===== config.mk =====
export PLATFORM = sky130hd
export DESIGN_NAME = bcd_down_timer
export DESIGN_NICKNAME = d
export VERILOG_FILES = /design/src/rtl/bcd_down_timer.sv
export SDC_FILE = /design/constraint.sdc
export NUM_CORES = 1
export LEC_CHECK = 0
export BUFFER_PORTS_ARGS = -buffer_cell sky130_fd_sc_hd__buf_2
export CAP_MARGIN = 0
export CORE_MARGIN = 2
export CORE_UTILIZATION = 50
export DETAILED_ROUTE_END_ITERATION = 10
export PLACE_DENSITY_LB_ADDON = 0.15
export SLEW_MARGIN = 30
export SYNTH_ARGS = -nofsm -noshare
export SYNTH_HDL_FRONTEND = slang
export SYNTH_SLANG_ARGS = --single-unit

===== constraint.sdc =====
create_clock -name clk -period 1.94 [get_ports clk]
set_input_delay 0.097 -clock clk [delete_from_list [all_inputs] [get_ports clk]]
set_output_delay 0.097 -clock clk [all_outputs]
set_load 0.01 [all_outputs]

===== src/rtl/bcd_down_timer.sv =====
// Cascaded BCD down-counter with load/start/stop control and borrow-out.
// Optional auto-reload restarts from the stored preset after reaching zero.
module bcd_down_timer #(
    parameter int DIGITS      = 4,
    parameter bit AUTO_RELOAD = 1'b0
) (
    input  logic                  clk,
    input  logic                  rstn,
    input  logic                  load,
    input  logic [4*DIGITS-1:0]   load_val,
    input  logic                  start,
    input  logic                  stop,
    input  logic                  tick,
    output logic [4*DIGITS-1:0]   cnt,
    output logic                  bout,
    output logic                  busy,
    output logic                  done
);

    typedef enum logic [1:0] {
        S_IDLE = 2'd0,
        S_RUN  = 2'd1,
        S_DONE = 2'd2
    } state_t;

    state_t              state_q, state_d;
    logic [4*DIGITS-1:0] cnt_q, cnt_d;
    logic [4*DIGITS-1:0] rel_q, rel_d;
    logic                bout_q, bout_d;
    logic                busy_q, done_q;

    function automatic logic [4*DIGITS-1:0] bcd_sat(input logic [4*DIGITS-1:0] v);
        logic [4*DIGITS-1:0] r;
        r = v;
        for (int i = 0; i < DIGITS; i++) begin
            if (v[4*i +: 4] > 4'd9) r[4*i +: 4] = 4'd9;
        end
        return r;
    endfunction

    // Ripple the borrow up through the digits; a 0 digit wraps to 9.
    function automatic logic [4*DIGITS-1:0] bcd_dec(input logic [4*DIGITS-1:0] v);
        logic [4*DIGITS-1:0] r;
        logic                b;
        r = v;
        b = 1'b1;
        for (int i = 0; i < DIGITS; i++) begin
            if (b) begin
                if (v[4*i +: 4] == 4'd0) begin
                    r[4*i +: 4] = 4'd9;
                end else begin
                    r[4*i +: 4] = v[4*i +: 4] - 4'd1;
                    b = 1'b0;
                end
            end
        end
        return r;
    endfunction

    always_comb begin
        state_d = state_q;
        cnt_d   = cnt_q;
        rel_d   = rel_q;
        bout_d  = 1'b0;
        if (load) begin
            cnt_d   = bcd_sat(load_val);
            rel_d   = bcd_sat(load_val);
            state_d = S_IDLE;
        end else if (stop) begin
            if (state_q == S_RUN) state_d = S_IDLE;
        end else begin
            case (state_q)
                S_IDLE: begin
                    if (start && (cnt_q != '0)) state_d = S_RUN;
                end
                S_DONE: begin
                    if (start && (rel_q != '0)) begin
                        cnt_d   = rel_q;
                        state_d = S_RUN;
                    end
                end
                S_RUN: begin
                    if (tick) begin
                        if (cnt_q == '0) begin
                            if (AUTO_RELOAD) cnt_d = rel_q;
                            else state_d = S_DONE;
                        end else begin
                            cnt_d = bcd_dec(cnt_q);
                            if (cnt_d == '0) begin
                                bout_d = 1'b1;
                                if (!AUTO_RELOAD) state_d = S_DONE;
                            end
                        end
                    end
                end
                default: state_d = S_IDLE;
            endcase
        end
    end

    always_ff @(posedge clk or negedge rstn) begin
        if (!rstn) begin
            state_q <= S_IDLE;
            cnt_q   <= '0;
            rel_q   <= '0;
            bout_q  <= 1'b0;
            busy_q  <= 1'b0;
            done_q  <= 1'b0;
        end else begin
            state_q <= state_d;
            cnt_q   <= cnt_d;
            rel_q   <= rel_d;
            bout_q  <= bout_d;
            busy_q  <= (state_d == S_RUN);
            done_q  <= (state_d == S_DONE);
        end
    end

    assign cnt  = cnt_q;
    assign bout = bout_q;
    assign busy = busy_q;
    assign done = done_q;

endmodule

Word level (Yosys, flattened, before mapping) --
Cells that the tools add are included.
Word-level totals: bits of input ports 22, output and inout bits 19, logic and storage cells 107, bits in registers 37
Cells by class: mux-type cells 72, reductions and logical operators 13, $add $sub $neg 4, magnitude comparators 4, equality and inequality tests 8
Operator list (count):
- two-way mux 4 bit | 31
- two-way mux 16 bit | 5
- logical NOT 16 bit | 2
- case mux 16 bit (2 select lines) | 1
- nonzero test 16 bit | 2
- two-way mux 1 bit | 26
- > comparator 4 bit (second input constant) | 4
- logical NOT 4 bit | 4
- two-way mux 2 bit | 8
- subtractor 4 x 1 -> 4 bit (second input constant) | 4
- != test 3 bit (second input constant) | 3
- case mux 2 bit (3 select lines) | 1
- AND reduction 5 bit | 1
- == test 2 x 1 -> 1 bit (second input constant) | 2
- == test 2 bit (second input constant) | 2
- nonzero test 3 bit | 1
- logical AND 1 bit | 2
- logical NOT 2 bit | 1
- != test 2 bit (second input constant) | 1

Longest topological paths before layout --
depth after elaboration 33, depth in mapped cells 8, gate-level depth less buffers 5

Worst setup path after synthesis --
Ideal clock, no wire load.
path type reg-to-reg, from register cnt_q[0] (netlist: cnt[0]), to register cnt_q[14] (netlist: cnt[14]), setup slack -246 ps, clock period less this slack 2186 ps, buffers on the path 0, cell stages (with the launch flop) 6, required time 1810 ps, setup time 130 ps, data arrival time 2056 ps, path through dfrtp_1 -> or4_4 -> or4_4 -> o31a_1 -> a311oi_2 -> o31ai_1
Between the ends: longest elaborated chain between the ends 30, elaborated cells on any way between the ends 33, those cells by class eq/ne (1); mux (29); reduce/logical (3)
RTL lines:
- start: declaration | RTL line 27 | logic [4*DIGITS-1:0] cnt_q, cnt_d;
- start signal: assignment | RTL line 111 | cnt_q <= cnt_d;
- logical NOT 4 bit | RTL line 49 | if (v[4*i +: 4] == 4'd0) begin
- two-way mux 1 bit | RTL line 49
- two-way mux 1 bit | RTL line 84 | if (cnt_q == '0) begin
- two-way mux 1 bit | RTL line 83 | if (tick) begin
- two-way mux 1 bit | RTL line 72 | case (state_q)
- two-way mux 1 bit | RTL line 69 | end else if (stop) begin
- two-way mux 1 bit | RTL line 65 | if (load) begin
- two-way mux 1 bit | RTL line 48 | if (b) begin
- [... 14 more ...]
- two-way mux 4 bit | RTL line 72
- two-way mux 4 bit | RTL line 69
- two-way mux 4 bit | RTL line 65
- two-way mux 16 bit | RTL line 84
- two-way mux 16 bit | RTL line 83
- case mux 16 bit (2 select lines) | RTL line 72
- two-way mux 16 bit | RTL line 69
- two-way mux 16 bit | RTL line 65
Several ways; a longest one is shown, not always the timed one. The select of a mux whose other input is x is not followed. A chain may end at the register's enable or synchronous reset.

Final worst setup path --
from register cnt_q[11] (netlist: cnt[11]), to register cnt_q[14] (netlist: cnt[14])
Between the ends: longest elaborated chain between the ends 19, elaborated cells on any way between the ends 22, those cells by class eq/ne (1); mux (18); reduce/logical (3)
RTL lines (RTL line):
- logical NOT 4 bit | 49
- two-way mux 1 bit | 49
- two-way mux 1 bit | 48
- two-way mux 1 bit | 84
- two-way mux 1 bit | 83
- two-way mux 1 bit | 72
- two-way mux 1 bit | 69
- two-way mux 1 bit | 65
- [... 3 more ...]
- two-way mux 4 bit | 72
- two-way mux 4 bit | 69
- two-way mux 4 bit | 65
- two-way mux 16 bit | 84
- two-way mux 16 bit | 83
- case mux 16 bit (2 select lines) | 72
- two-way mux 16 bit | 69
- two-way mux 16 bit | 65
Several ways; a longest one is shown, not always the timed one. The select of a mux whose other input is x is not followed.

==> flow_summary.toml <==
[run_status]
status = "finished with violations"
violations = "setup timing"

[flow_run]
maxCapViolCount = 0

[timing]
fin_ws_ns = -0.187
slew_violations = 0
finalHoldViolations = 0
fin_crit_sh_pct = 110
rsz0062_at_grt = "yes"
finClkSkew_ns = 0.00934
fmax_ghz = 0.470
worst_slew_pin_slew_ns = 0.453
setup_violations = 16
relSlewSlack_pct = 69.8
min_period_ns = 2.13
whs_ns = 0.0300

[clock_tree]
clk_path_buf_depth = 2
ctsRootBufferMaster = "clkbuf_8"
clk_latency_ns = 0.29
h-tree-depth = 2
cts-buffers-inserted = 5
cts_tree = "done"
clock-sinks = 37
clkTransAtPathRegs_ns = 0.08

[synthesis]
ys_async_sr_fraction_pct = 100
synthCells = 248
synth_area_leader_cell = "dfrtp_1"
synth_warnings = 0
syn-cell-area_mm2 = 0.00225
synth.ff_latch_count = 37
syn-num-nets = 270
synth_edf_count = 0
yosysMostFrequentCell = "dfrtp_1"
synthTopCellsByArea = "dfrtp_1 41%, nor2_1 4.0%, o21ai_0 3.6%"
ys_seq_area_share_pct = 41.2
yosysUniqueCellTypes = 53
yosys_most_used_dff = "dfrtp_1"
yosysTopAreaCellShare_pct = 41.2
synthTopCellsByCount = "37 x dfrtp_1, 24 x nor2_1, 16 x o21ai_0"
post_synth.cell_area_avg_um2 = 9.07

[global_route]
grt_pass1_wl_um = 11500
gr-usage-all-layers_pct = 29.3
grt_max_degree = 34
gr-total-overflow = 0
first_global_vias = 2329
grt_antenna_before_repair = 0

[worst_setup_path]
critPathMaxFanout = 5
end_kind = "flip-flop"
cp_common_cell = "or4_4"
worstSetupPathType = "flip-flop to flip-flop"
cpMaxStageDelayCell = "or4_4"
max_stage_delay_ns = 0.54
cp.required_ns = 2.12
worstPathArrival_ns = 2.30
start_kind = "flip-flop"
worstPathCellList = "or4_4, or4_4, o31a_1, a311oi_2, o31ai_1"

[cells_and_area]
nets = 363
num-fill-cells = 331
layout-area-overhead-vs-synth_pct = 43.6
diodes = 0
post-route-util_pct = 74.2
final_cells = 394
drive_gt1_share_pct = 43.9

[route]
viasPerCell = 6.25
drc = 0
wl_per_cell_um = 18.1
drt-pass1-iter-count = 5
totalWireLength_um = 7140
vias = 2464
drtAntennaViolNets = 0
first_iter_violations = 231

[floorplan]
die_h_um = 71.1
ios = 41
dieArea_mm2 = 0.00505
rows = 24
core_area_mm2 = 0.00435
die_x_um = 71.1
initial_core_util_pct = 51.6

[place]
gp_congestion = 0.885
io_buffers = 40
hpwl_um = 4920
dp_cells = 379

[power_and_ir_drop]
vdd_drop_max_uv = 383
leakage_uw = 0.00144
pwr_density_cell_mw_per_mm2 = 616
p_int_uw = 1360
clockPowerShare_pct = 26.8
switching_share_pct = 31.7
p_comb_share_pct = 28.3
p_switching_uw = 631
power_frac_seq_pct = 44.9

[worst_hold_path]
hp-class = "primary input to flip-flop"
-- registers in the layout, indices dropped and copies added (netlist names) --
| register | cells |
|---|---|
| cnt | 16 |
| rel_q | 16 |
| state_q | 2 |
| bout | 1 |
| busy | 1 |
| done | 1 |
-- cells by family (layout without fill, tap and decap cells) --
logic type | after synthesis | after routing | synth area share [%]
simple gates | 98 | 98 | 24.2
compound gates | 77 | 77 | 26.0
flops | 37 | 37 | 41.2
mux | 5 | 5 | 2.34
buf+inv | 28 | 122 | 5.12
xor+xnor | 3 | 3 | 1.17
-- worst max-delay path: cells and delay by family, from the launching register on --
kind / cells / cell delay, ns
AND/OR/NAND/NOR: 2 / 1.07
flip-flops: 1 / 0.40
AO/OA/AOI/OAI: 3 / 0.53
-- worst paths after layout --
| kind | start | to | slack (ns) | cells after the start |
|---|---|---|---|---|
| worst max-delay path | cnt[11] | cnt[14] | -0.19 | 5 |
| worst min-delay path | load_val[11] | rel_q[10] | 0.03 | 2 |
| worst max register to register | cnt[11] | cnt[14] | -0.19 | 5 |
| worst min register to register | rel_q[6] | rel_q[6] | 0.51 | 1 |
| max in group asynchronous | rstn | cnt[8] | 1.01 | 3 |
| min in group asynchronous | rstn | rel_q[12] | 0.28 | 2 |
-- what timing repair did --
item	in CTS	in global routing
pin swaps	15	10
cloned	0	0
setup endpoints to repair	18	19
endpoints found under the hold margin	17	0
gates resized for setup	17	11
setup buffers	6	2
hold buffers	1	0
-- power by group through the flow --
| stage | Combinational, µW | Sequential, µW | Clock [µW] |
|---|---|---|---|
| after floorplan | 237 | 923 | 0 |
| after global placement | 504 | 898 | 0 |
| after detailed placement | 508 | 901 | 0 |
| after CTS | 538 | 887 | 531 |
| after global routing | 612 | 899 | 569 |
| final | 563 | 894 | 533 |
-- layout make-up --
class | count | area [µm²] | area share [%]
multi-input cells | 183 | 1400 | 43.3
flip-flops and latches | 37 | 927 | 28.7
repair buffers | 105 | 726 | 22.5
clock buffers | 8 | 80.1 | 2.48
well taps | 52 | 65.1 | 2.01
inverters | 9 | 33.8 | 1.05
-- metal layers --
metal / routed length, µm / track usage [%]
met1: 2960 / 40.5
met2: 3410 / 46.3
met3: 610 / 4.70
met4: 150 / 11.3
met5: 0 / 0
-- stage by stage --
step,power [µW],setup WS (ns),setup TNS (ns),instance area [µm²]
after detailed placement,1410,-0.195,-2.38,2940
after floorplan,1160,-0.202,-1.85,2330
after CTS,1960,-0.181,-1.52,3150
final,1990,-0.187,-1.94,3230
after global routing,2080,-0.240,-3.06,3230
after global placement,1400,-0.169,-1.38,2940
-- cells in the final DEF, fill, tap and decap left out, drive strengths merged, types with 3 or more instances in the layout --
cell / count
buf: 104
dfrtp: 37
nor2: 24
o21ai: 16
nor4: 12
nand2: 10
inv: 9
nor3: 8
a41oi: 8
clkbuf: 8
o31ai: 8
a21o: 7
nand3: 6
a21oi: 6
nand4: 5
o21a: 5
and3: 5
a221oi: 5
nand2b: 4
nor3b: 4
or4: 3
mux2i: 3
o31a: 3
nand3b: 3
or3: 3
and2: 3
or2: 3
Power figures use the tool's default switching activity.
